## src/rtl/branch_cond_unit.sv

```systemverilog
// Branch condition unit: holds the {S,Z,C,V} flag register, resolves conditional branches and
// offers the target PC to fetch over a valid/ready handshake. Optional counters: BR_PERF_CNT_EN.
module branch_cond_unit #(
    parameter int PC_W   = 16,
    parameter int DISP_W = 8
) (
    input  logic              clk,
    input  logic              reset,
    input  logic              flag_we,
    input  logic              s_in,
    input  logic              z_in,
    input  logic              c_in,
    input  logic              v_in,
    input  logic              br_valid,
    output logic              br_ready,
    input  logic [2:0]        br_cond,
    input  logic [PC_W-1:0]   br_pc,
    input  logic [DISP_W-1:0] br_disp,
    output logic              br_done,
    output logic              br_taken,
    output logic              redirect_valid,
    input  logic              redirect_ready,
    output logic [PC_W-1:0]   redirect_pc,
    output logic [3:0]        flags_q
`ifdef BR_PERF_CNT_EN
    ,
    output logic [15:0]       taken_cnt,
    output logic [15:0]       nt_cnt
`endif
);

    typedef enum logic [0:0] {
        ST_IDLE     = 1'b0,
        ST_REDIRECT = 1'b1
    } state_t;

    localparam logic [2:0] COND_BE  = 3'b000;
    localparam logic [2:0] COND_BLT = 3'b001;
    localparam logic [2:0] COND_BLE = 3'b010;
    localparam logic [2:0] COND_BNE = 3'b011;
    localparam logic [2:0] COND_B   = 3'b100;

    state_t            r_state;
    state_t            w_state_next;
    logic [3:0]        r_flags;
    logic              r_br_done;
    logic              r_br_taken;
    logic [PC_W-1:0]   r_redirect_pc;

    logic              w_eff_s;
    logic              w_eff_z;
    logic              w_eff_v;
    logic              w_cond_true;
    logic              w_accept;
    logic              w_take;
    logic [PC_W-1:0]   w_disp_sext;
    logic [PC_W-1:0]   w_target;

    // A flag write in the same cycle as the branch is visible to that branch.
    assign w_eff_s = flag_we ? s_in : r_flags[3];
    assign w_eff_z = flag_we ? z_in : r_flags[2];
    assign w_eff_v = flag_we ? v_in : r_flags[0];

    always_comb begin
        w_cond_true = 1'b0;
        case (br_cond)
            COND_BE:  w_cond_true = w_eff_z;
            COND_BLT: w_cond_true = w_eff_s ^ w_eff_v;
            COND_BLE: w_cond_true = w_eff_z | (w_eff_s ^ w_eff_v);
            COND_BNE: w_cond_true = ~w_eff_z;
            COND_B:   w_cond_true = 1'b1;
            default:  w_cond_true = 1'b0;
        endcase
    end

    assign w_disp_sext = {{(PC_W-DISP_W){br_disp[DISP_W-1]}}, br_disp};
    assign w_target    = br_pc + PC_W'(1) + w_disp_sext;
    assign w_take      = w_accept & w_cond_true;

    always_comb begin
        w_state_next = r_state;
        br_ready     = 1'b0;
        w_accept     = 1'b0;
        case (r_state)
            ST_IDLE: begin
                br_ready = 1'b1;
                w_accept = br_valid;
                if (br_valid && w_cond_true) begin
                    w_state_next = ST_REDIRECT;
                end
            end
            ST_REDIRECT: begin
                if (redirect_ready) begin
                    w_state_next = ST_IDLE;
                end
            end
            default: w_state_next = ST_IDLE;
        endcase
    end

    always_ff @(posedge clk) begin
        if (reset) begin
            r_state       <= ST_IDLE;
            r_flags       <= 4'b0000;
            r_br_done     <= 1'b0;
            r_br_taken    <= 1'b0;
            r_redirect_pc <= '0;
        end else begin
            r_state    <= w_state_next;
            r_br_done  <= w_accept;
            r_br_taken <= w_take;
            if (flag_we) begin
                r_flags <= {s_in, z_in, c_in, v_in};
            end
            if (w_take) begin
                r_redirect_pc <= w_target;
            end
        end
    end

    assign br_done        = r_br_done;
    assign br_taken       = r_br_taken;
    assign redirect_valid = (r_state == ST_REDIRECT);
    assign redirect_pc    = r_redirect_pc;
    assign flags_q        = r_flags;

`ifdef BR_PERF_CNT_EN
    logic [15:0] r_taken_cnt;
    logic [15:0] r_nt_cnt;

    // Counts follow the registered result pulse, so they lag br_done by one edge.
    always_ff @(posedge clk) begin
        if (reset) begin
            r_taken_cnt <= 16'h0000;
            r_nt_cnt    <= 16'h0000;
        end else if (r_br_done) begin
            if (r_br_taken) begin
                r_taken_cnt <= r_taken_cnt + 16'h0001;
            end else begin
                r_nt_cnt <= r_nt_cnt + 16'h0001;
            end
        end
    end

    assign taken_cnt = r_taken_cnt;
    assign nt_cnt    = r_nt_cnt;
`endif

endmodule

```

## config.mk

```make
export PLATFORM = sky130hd
export DESIGN_NAME = branch_cond_unit
export DESIGN_NICKNAME = d
export VERILOG_FILES = /design/src/rtl/branch_cond_unit.sv
export SDC_FILE = /design/constraint.sdc
export NUM_CORES = 1
export LEC_CHECK = 0
export ABC_AREA = 0
export ABC_CLOCK_PERIOD_IN_PS = 6200
export CAP_MARGIN = 25
export CELL_PAD_IN_SITES_DETAIL_PLACEMENT = 2
export CELL_PAD_IN_SITES_GLOBAL_PLACEMENT = 2
export CORE_MARGIN = 2
export CORE_UTILIZATION = 27
export CTS_CLUSTER_DIAMETER = 40
export DETAILED_ROUTE_END_ITERATION = 8
export PLACE_DENSITY_LB_ADDON = 0.1
export SLEW_MARGIN = 20
export SYNTH_ARGS = -nofsm -noshare
export SYNTH_HDL_FRONTEND = slang
export SYNTH_SLANG_ARGS = --single-unit
```

## constraint.sdc

```tcl
create_clock -name clk -period 6.2 [get_ports clk]
set_input_delay 0.93 -clock clk [delete_from_list [all_inputs] [get_ports clk]]
set_output_delay 0.93 -clock clk [all_outputs]
set_load 0.02 [all_outputs]
```

# Word-level counts from Yosys, hierarchy flattened

Index checks and enable logic that the tools add are counted.

Bits in registers: 23
Input port bits: 36
Logic and storage cells: 27

Add/sub/neg operators: 2
Equality and inequality tests: 4
Multiplexer cells: 9
Bitwise operators: 5
Reduce and logical (&&, ||, !) cells: 2

Operator list:

| operator                                      | number |
|---|---|
| adder 16 x 1 -> 16 bit, second input constant | 1 |
| adder 16 bit                                  | 1 |
| 2-to-1 mux 1 bit                              | 7 |
| == test 3 x 2 -> 1 bit, second input constant | 2 |
| case mux 1 bit (5 select lines)               | 1 |
| == test 3 x 1 -> 1 bit, second input constant | 1 |
| == test 3 bit, second input constant          | 1 |
| zero test 3 bit                               | 1 |
| inverter 1 bit                                | 2 |
| case mux 1 bit (2 select lines)               | 1 |
| bitwise AND 1 bit                             | 1 |
| logical AND 1 bit                             | 1 |
| bitwise OR 1 bit                              | 1 |
| bitwise XOR 1 bit                             | 1 |

# Longest topological paths before layout

Gate-level depths: netlist of run 1.

Depth in word-level cells: 7
Depth in mapped cells: 10

# Worst setup path before layout of run 1

Ideal clock, no wire load.

Path type: input to register
Start: in br_pc[0]
End: reg r_redirect_pc[12], in the netlist redirect_pc[12]
Data arrival time: 2.437 ns
Required time: 6.078 ns
Slack: 3.641 ns
Stages: 10
Path buffers: 0
Cells stage by stage: inv_1 -> ha_1 -> inv_1 -> fa_1 -> a21oi_1 -> o211ai_1 -> a31oi_1 -> a21oi_1 -> xnor2_1 -> o21ai_0

Word-level cells in the longest chain between the ends: 2

RTL lines:

| what                   | RTL line | text |
|---|---|---|
| from (decl)            | 17       | `input logic [PC_W-1:0] br_pc,` |
| adder 16 x 1 -> 16 bit | 77       | `assign w_target = br_pc + PC_W'(1) + w_disp_sext;` |
| adder 16 bit           | 77       |  |
| to (signal assigned)   | 116      | `r_redirect_pc <= w_target;` |
| to (decl)              | 48       | `logic [PC_W-1:0] r_redirect_pc;` |

No other way between the ends.
A chain may end at the register's enable or synchronous reset.

# Final worst setup path of run 1

Start: in br_disp[7]
End: reg r_redirect_pc[15], in the netlist redirect_pc[15]

Word-level cells in the longest chain between the ends: 1

RTL lines:

| what         | RTL line | text |
|---|---|---|
| from (decl)  | 18       | `input logic [DISP_W-1:0] br_disp,` |
| adder 16 bit | 77       |  |

No other way between the ends.

==> results_dict.tcl, run 1 <==
set metrics [dict create \
    grt_pass1_vias 1635 \
    drtPass1Iterations 4 \
    reg2reg_slack_ns 3.94 \
    cts_tree "done" \
    wl_per_cell_um 15.4 \
    layout_commonest_cell "clkdlybuf4s50_1" \
    grt_overflow 0 \
    synthesis.nets 236 \
    syn2layout_area_growth_pct 43.3 \
    rr_endpoint "redirect_pc[11]" \
    via_count 1582 \
    cap_viol_max_count 0 \
    swShare_pct 34.1 \
    synth-edff-count 0 \
    htree_num_levels 1 \
    cts_hold_buf 0 \
    n_antenna_cell 0 \
    yosysWarnings 0 \
    placed_cell_area_um2 2260 \
    min_to "redirect_pc[9]" \
    final_util_pct 39.6 \
    clkPwrFrac_pct 21.8 \
    ys_seq_elements 23 \
    period_minus_slack_ns 3.15 \
    async_flop_share_pct 0 \
    power_w 0.000447 \
    post_cts_buffers 0 \
    antenna_found_initial 0 \
    cts_buffers 3 \
    fmax_mhz 317 \
    worstHoldPathCells 2 \
    ant_nets 0 \
    finalSetupTns_ns 0 \
    fp.dieArea_um2 6660 \
    finalClockSkew_ns 0.00305 \
    timing.rr.start "redirect_valid" \
    powerDensity_nw_per_um2 192 \
    p_comb_share_pct 40.9 \
    end_kind "flip-flop" \
    gp_congestion 0.784 \
    finalHoldViolCount 0 \
    start_util_pct 27.6 \
    final_cell_area_um2 2330 \
    netlist_area_um2 1630 \
    fillers 697 \
    p_sw_w 0.000152 \
    root_buffer "clkbuf_8" \
    slew_viol_final 0 \
    hp-class "flip-flop to flip-flop" \
    nets 296 \
    rows 28 \
    avgViaCountPerCell 4.97 \
    die_h_um 81.6 \
    rsz0062_at_grt "no" \
    tightest_slew_ns 0.481 \
    clock_latency_ns 0.27 \
    die_x_um 81.6 \
    wirelength_um 4880 \
    final_cell_mix "clkdlybuf4s50_1, dfxtp_1, nor2_1" \
    synth.distinct_cells 43 \
    portBuffers 59 \
    first_iter_violations 27 \
    path_clk_slew_ns 0.09 \
    maxSlewHeadroom_pct 67.9 \
    p_leak_nw 0.914 \
    setup_viol 0 \
    startpoint_type "input port" \
    placeableCoreArea_um2 5890 \
    status "finished clean" \
    clock_path_buffers 2 \
    crit_type "input port to flip-flop" \
    ys.flop_type "dfxtp_1" \
    intPower_w 0.000294 \
    grt.total_usage_pct 15.0 \
    cp_max_fo 9 \
    grt_max_degree 24 \
    drc_errors 0 \
    dpl.hpwl_um 3970 \
    required_ns 6.39 \
    ir_drop_mv 0.0981 \
    power_frac_seq_pct 37.3 \
    period_share_pct 50.8 \
    clkSinkCount 23 \
    min_from "redirect_pc[9]" \
    postSynthCellCount 184 \
    io_pins 60 \
    ctsResizeCount 0 \
    ff2ff_path_depth 6 \
    grt_pass1_wl_um 7870 \
    drive_gt1_share_pct 5.76 \
    synth-seq-area-share_pct 28.3 \
    arrival_ns 3.34 \
    avgSynthCellArea_um2 8.83 \
]
[layout make-up]
class / instances / area (µm²) / area share (%)
Inverter: 7 / 26.3 / 1.13
Clock buffer: 3 / 41.3 / 1.77
Tap cell: 75 / 93.8 / 4.03
Timing Repair Buffer: 61 / 611 / 26.2
Sequential cell: 23 / 460 / 19.8
Clock inverter: 1 / 5.00 / 0.215
Multi-Input combinational cell: 148 / 1090 / 46.9
[power groups by stage]
| stage | Clock, W | Sequential (W) | Combinational (W) |
|---|---|---|---|
| after floorplan | 0 | 0.000185 | 0.0000960 |
| after global placement | 0 | 0.000170 | 0.000181 |
| after detailed placement | 0 | 0.000170 | 0.000183 |
| after CTS | 0.000103 | 0.000167 | 0.000184 |
| after global routing | 0.000106 | 0.000168 | 0.000202 |
| final | 0.0000971 | 0.000167 | 0.000183 |
[Yosys cell counts (all sizes together), types with 2 or more instances]
cell type	instances	area share (%)
nand2b	2	1.7
o21ai	10	3.1
or4b	3	2.1
or3	2	0.77
xnor2	9	4.9
o31ai	2	0.92
nand3b	6	2.8
a21boi	2	0.92
dfxtp	23	28
xor2	5	2.7
a21oi	16	4.9
clkbuf	4	0.92
o211ai	2	0.92
nand3	3	0.92
nor2	19	4.4
a31oi	4	1.5
inv	7	1.6
a311oi	2	1.1
a21o	3	1.4
buf	2	1.9
ha	15	12
a211oi	4	2.5
a311o	2	1.3
mux2i	11	6.8
nand2	13	3.0
[worst max path at each step]
stage	startpoint	endpoint
6_report	br_disp[7]	redirect_pc[15]
5_1_grt	br_disp[7]	redirect_pc[15]
4_1_cts	br_disp[7]	redirect_pc[15]
3_5_place_dp	br_disp[7]	redirect_pc[15]
3_3_place_gp	br_disp[7]	redirect_pc[15]
2_1_floorplan	br_pc[0]	redirect_pc[12]
[layer usage]
| metal | vias up | wire length, µm | track usage, % |
|---|---|---|---|
| met5 | - | 0 | 0 |
| met4 | 0 | 19 | 2.00 |
| met3 | 2 | 168 | 2.53 |
| met2 | 36 | 2470 | 28.9 |
| met1 | 755 | 2230 | 17.8 |
| li1 | 789 | - | - |
[through the flow]
| step | hold slack (ns) | setup slack [ns] | std cells |
|---|---|---|---|
| global route | 0.500 | 2.84 | 318 |
| floorplan | 0.530 | 3.64 | 184 |
| finish | 0.463 | 3.05 | 318 |
| global placement | 0.444 | 2.88 | 312 |
| CTS | 0.464 | 3.06 | 316 |
| detailed placement | 0.452 | 2.80 | 312 |
[cells by family after synthesis]
logic type / after synthesis / share of synthesized area, %
and+or+nand+nor: 54 / 18.2
AOI/OAI and AO/OA: 53 / 21.9
DFF: 23 / 28.3
adders and majority gates: 16 / 12.8
xor gates and xnor gates: 14 / 7.54
buffers and inverters: 13 / 4.46
muxes: 11 / 6.77
[registers in the layout (all words and copies together) (netlist names)]
signal,flops
flags_q,4
redirect_pc,16
br_done,1
br_taken,1
redirect_valid,1
[critical path, stage by stage]
cell             delay (ns)
clkdlybuf4s50_1        0.67
ha_1                   0.38
a21oi_1                0.45
nand2_1                0.09
a2111oi_0              0.34
nor2_1                 0.10
xnor2_1                0.15
a211oi_2               0.23
No activity file was read; power rests on OpenSTA's default activity.
==> run 2: changes to the inputs <==
ABC_CLOCK_PERIOD_IN_PS = 2900   (was 6200)
CORE_UTILIZATION = 25   (was 27)
clock period = 2.9 ns   (was 6.2 ns; I/O delays follow)
==> run 2 against run 1 <==
Critical path depth up 3; combinational power up 120%; clock skew down 0.00094 ns; setup slack worse by 2.7 ns; clock power up 100%; design area up 3.0%; register-to-register slack worse by 3.1 ns; global-route usage down 1.5 points; critical endpoint is now redirect_pc[12]; largest cell class unchanged.
==> results_dict.tcl, run 2 (same netlist as run 1, synthesis figures left out) <==
set metrics [dict create \
    status "finished clean" \
    fp.dieArea_um2 7160 \
    multi_input_area_um2 1100 \
    setup_viol 0 \
    cts_buffers 3 \
    via_count 1611 \
    ctsResizeCount 0 \
    period_share_pct 88.2 \
    fmax_mhz 391 \
    clock_latency_ns 0.26 \
    path_clk_slew_ns 0.08 \
    layout_commonest_cell "clkdlybuf4s50_1" \
    gp_congestion 0.715 \
    avgViaCountPerCell 4.91 \
    p_sw_w 0.000319 \
    wl_per_cell_um 14.8 \
    drive_gt1_share_pct 8.76 \
    nets 304 \
    layout_setup_ws_ns 0.343 \
    dpl.hpwl_um 4070 \
    placeableCoreArea_um2 6310 \
    die_h_um 84.6 \
    arrival_ns 2.71 \
    n_antenna_cell 0 \
    fillers 734 \
    maxSlewHeadroom_pct 73.5 \
    drc_errors 0 \
    tightest_slew_ns 0.393 \
    placed_cell_area_um2 2350 \
    clkPwrFrac_pct 20.4 \
    largest_reg_flops 16 \
    antenna_found_initial 0 \
    p_leak_nw 0.951 \
    dpl.cell_count 323 \
    grt_pass1_vias 1660 \
    rows 29 \
    portBuffers 59 \
    period_minus_slack_ns 2.56 \
    slew_viol_final 0 \
    swShare_pct 33.1 \
    final_cell_mix "clkdlybuf4s50_1, dfxtp_1, nor2_1" \
    ant_nets 0 \
    powerDensity_nw_per_um2 402 \
    grt_pass1_wl_um 7910 \
    rsz0062_at_grt "no" \
    startpoint_type "input port" \
    crit_type "input port to flip-flop" \
    grt_overflow 0 \
    cp_max_fo 4 \
    grt_max_degree 16 \
    end_kind "flip-flop" \
    clock_path_buffers 2 \
    cts_tree "done" \
    power_w 0.000964 \
    start_util_pct 25.7 \
    seqCellArea_um2 460 \
    io_pins 60 \
    required_ns 3.05 \
    finalClockSkew_ns 0.00211 \
    hp-class "flip-flop to flip-flop" \
    grt.total_usage_pct 13.5 \
    cts_hold_buf 0 \
    finalHoldViolCount 0 \
    syn2layout_area_growth_pct 47.7 \
    root_buffer "clkbuf_8" \
    clkSinkCount 23 \
    die_x_um 84.6 \
    cap_viol_max_count 0 \
    layout.cells.non_filler 328 \
    p_comb_share_pct 42.6 \
    final_util_pct 38.0 \
    post_cts_buffers 0 \
    final_cell_area_um2 2400 \
    drtPass1Iterations 4 \
    wirelength_um 4870 \
    intPower_w 0.000645 \
    ir_drop_mv 0.166 \
    power_frac_seq_pct 37.0 \
    pre_cts_ws_ns -0.108 \
    first_iter_violations 38 \
    htree_num_levels 1 \
]
[run 2: cell types whose count changed in the layout (fill, tap and decap cells not counted), sizes merged]
cell and change:
buf +8, clkinv -1, clkbuf +1
[run 2: area by class of cell]
class                           instances  share of cell area [%]
Timing Repair Buffer                   69                    28.2
Sequential cell                        23                    19.2
Multi-Input combinational cell        148                    45.7
Tap cell                               77                    4.01
Inverter                                7                    1.09
Clock buffer                            4                    1.88
[run 2: path summary, 6_finish.rpt]
path / from / end / slack [ns] / depth (start not counted)
worst min-delay path: redirect_pc[9] / redirect_pc[9] / 0.48 / 2
worst min register to register: redirect_pc[9] / redirect_pc[9] / 0.48 / 2
worst max-delay path: br_pc[0] / redirect_pc[12] / 0.34 / 11
worst max register to register: redirect_valid / redirect_pc[11] / 0.81 / 7
[run 2: routing by layer]
metal | up-vias | routed length (µm) | track usage, %
met2 | 37 | 2400 | 24.5
met3 | 4 | 147 | 1.18
met4 | 0 | 48 | 3.75
met1 | 764 | 2270 | 17.0
met5 | - | 0 | 0
li1 | 806 | - | -
[run 2: metrics by stage]
| step | hold slack, ns | setup TNS [ns] |
|---|---|---|
| finish | 0.479 | 0 |
| detailed placement | 0.456 | -0.108 |
| CTS | 0.467 | 0 |
| global route | 0.513 | 0 |
| floorplan | 0.530 | 0 |
| global placement | 0.441 | -0.0872 |
[run 2: worst max-delay path, stage by stage]
cell and delay (ns):
clkdlybuf4s50_1 0.40, inv_1 0.06, ha_1 0.15, inv_1 0.05, fa_1 0.41, a21oi_2 0.29, o211ai_1 0.14, a31oi_1 0.33
a21oi_1 0.14, xnor2_1 0.20, o21ai_0 0.10
[run 2: power groups by stage]
stage | Combinational, W | Sequential (W) | Clock, W
floorplan | 0.000205 | 0.000395 | 0
global placement | 0.000407 | 0.000364 | 0
detailed placement | 0.000413 | 0.000365 | 0
CTS | 0.000415 | 0.000358 | 0.000209
global route | 0.000452 | 0.000361 | 0.000222
finish | 0.000411 | 0.000357 | 0.000197
==> run 3: changes to the inputs <==
PLACE_DENSITY = 0.87   (was unset)
PLACE_DENSITY_LB_ADDON = unset   (was 0.1)
==> run 3 against run 2 <==
Critical path depth fell by 3; register-to-register slack got worse by 0.02 ns; first-iteration DRC count rose by 16%; routed wire length rose by 4.0%; sequential power barely moved; utilization fell by 0.50 points; total power fell by 0.30%; setup slack got worse by 0.071 ns; hold slack got worse by 0.015 ns; critical path type unchanged.
==> results_dict.tcl, run 3 (same netlist as run 1, synthesis figures left out) <==
set metrics [dict create \
    status "finished clean" \
    clock_latency_ns 0.26 \
    gp_congestion 0.759 \
    nets 302 \
    htree_num_levels 1 \
    required_ns 3.03 \
    finalClockSkew_ns 0.00682 \
    fmax_mhz 381 \
    cts_tree "done" \
    die_x_um 84.6 \
    layout_commonest_cell "clkdlybuf4s50_1" \
    tightest_slew_ns 0.581 \
    antenna_found_initial 0 \
    syn2layout_area_growth_pct 45.7 \
    rows 29 \
    avgViaCountPerCell 4.96 \
    start_util_pct 25.7 \
    finalHoldViolCount 0 \
    path_clk_slew_ns 0.08 \
    grt_max_degree 17 \
    crit_type "input port to flip-flop" \
    hp-class "flip-flop to flip-flop" \
    via_count 1616 \
    clkSinkCount 23 \
    ctsResizeCount 0 \
    rr_endpoint "redirect_pc[11]" \
    p_leak_nw 0.938 \
    slew_viol_final 0 \
    ir_drop_mv 0.145 \
    final_cell_mix "clkdlybuf4s50_1, dfxtp_1, nor2_1" \
    cp_max_fo 7 \
    portBuffers 59 \
    grt_pass1_vias 1693 \
    io_pins 60 \
    grt_pass1_wl_um 8400 \
    period_share_pct 90.6 \
    post_cts_buffers 0 \
    drc_errors 0 \
    startpoint_type "input port" \
    ff2ff_path_depth 7 \
    period_minus_slack_ns 2.63 \
    dr_wl_met2_um 2590 \
    root_buffer "clkbuf_8" \
    reg2reg_slack_ns 0.79 \
    setup_viol 0 \
    cts_hold_buf 0 \
    fp.dieArea_um2 7160 \
    end_kind "flip-flop" \
    wl_per_cell_um 15.5 \
    grt.total_usage_pct 14.4 \
    final_util_pct 37.5 \
    slowest_delay_ns 0.64 \
    cap_viol_max_count 0 \
    finalSetupTns_ns 0 \
    arrival_ns 2.75 \
    largest_reg_flops 16 \
    cpMaxStageDelayCell "clkdlybuf4s50_1" \
    timing.rr.start "redirect_valid" \
    fillers 763 \
    first_iter_violations 44 \
    highest_layer "met4" \
    dpl.hpwl_um 4240 \
    die_h_um 84.6 \
    rsz0062_at_grt "no" \
    wirelength_um 5060 \
    powerDensity_nw_per_um2 406 \
    grt_overflow 0 \
    ant_nets 0 \
    n_antenna_cell 0 \
    dr_wl_met3_um 205 \
    cp_cell_sequence "clkdlybuf4s50_1, ha_1, a21oi_1, o21ai_0, a2111oi_0, nor2_1, xnor2_1, a211oi_2" \
    wirelength_met1_um 2230 \
    clock_path_buffers 2 \
    startpoint "br_disp[7]" \
    maxSlewHeadroom_pct 61.1 \
    cts_buffers 3 \
    drtPass1Iterations 4 \
    drive_gt1_share_pct 7.63 \
    cp-endpoint "redirect_pc[15]" \
    placeableCoreArea_um2 6310 \
]
==> run 3: cell count changes in the layout (fill, tap and decap cells not counted) <==
cell and delta:
a21oi_1 +1, buf_4 -1, buf_12 -1, a21oi_2 -1
==> run 3: report_power, final <==
part           switching (W)  total [W]  internal [W]
clock network       0.000102   0.000200     0.0000980
logic               0.000205   0.000403      0.000198
registers          0.0000156   0.000358      0.000342
==> run 3: worst max-delay path: cells and delay by family <==
kind | cells | cell delay, ns
compound gates | 4 | 0.95
buf+inv | 1 | 0.64
fa+ha+maj | 1 | 0.36
xor+xnor | 1 | 0.26
simple gates | 1 | 0.10
==> run 3: worst min-delay path by stage <==
stage                        start              to  cells past startpoint
detailed placement  redirect_pc[9]  redirect_pc[9]                      2
global route        redirect_pc[9]  redirect_pc[9]                      2
floorplan           redirect_pc[9]  redirect_pc[9]                      2
CTS                 redirect_pc[9]  redirect_pc[9]                      2
global placement    redirect_pc[9]  redirect_pc[9]                      2
finish              redirect_pc[9]  redirect_pc[9]                      2
==> run 3: layout make-up <==
| cell class | count | area, µm² | area share, % |
|---|---|---|---|
| clock buffer | 4 | 45.0 | 1.90 |
| inverter | 7 | 26.3 | 1.11 |
| sequential | 23 | 460 | 19.4 |
| multi-input combinational | 148 | 1090 | 46.1 |
| tap | 77 | 96.3 | 4.07 |
| timing repair buffer | 67 | 648 | 27.4 |
==> run 3: per-layer routing <==
metal / global-route usage [%] / vias up
li1: - / 801
met1: 17.9 / 774
met2: 26.3 / 39
met3: 1.47 / 2
met4: 3.90 / 0
met5: 0 / -
==> run 3: per-stage QoR <==
step / total power (W) / instance area, µm² / setup slack [ns] / hold slack, ns / std cells
floorplan: 0.000600 / 1630 / 0.836 / 0.530 / 184
global placement: 0.000758 / 2320 / 0.00303 / 0.446 / 321
detailed placement: 0.000771 / 2320 / 0.00616 / 0.465 / 321
CTS: 0.000975 / 2360 / 0.288 / 0.475 / 325
global route: 0.00103 / 2370 / 0.0954 / 0.495 / 326
finish: 0.000961 / 2370 / 0.272 / 0.464 / 326
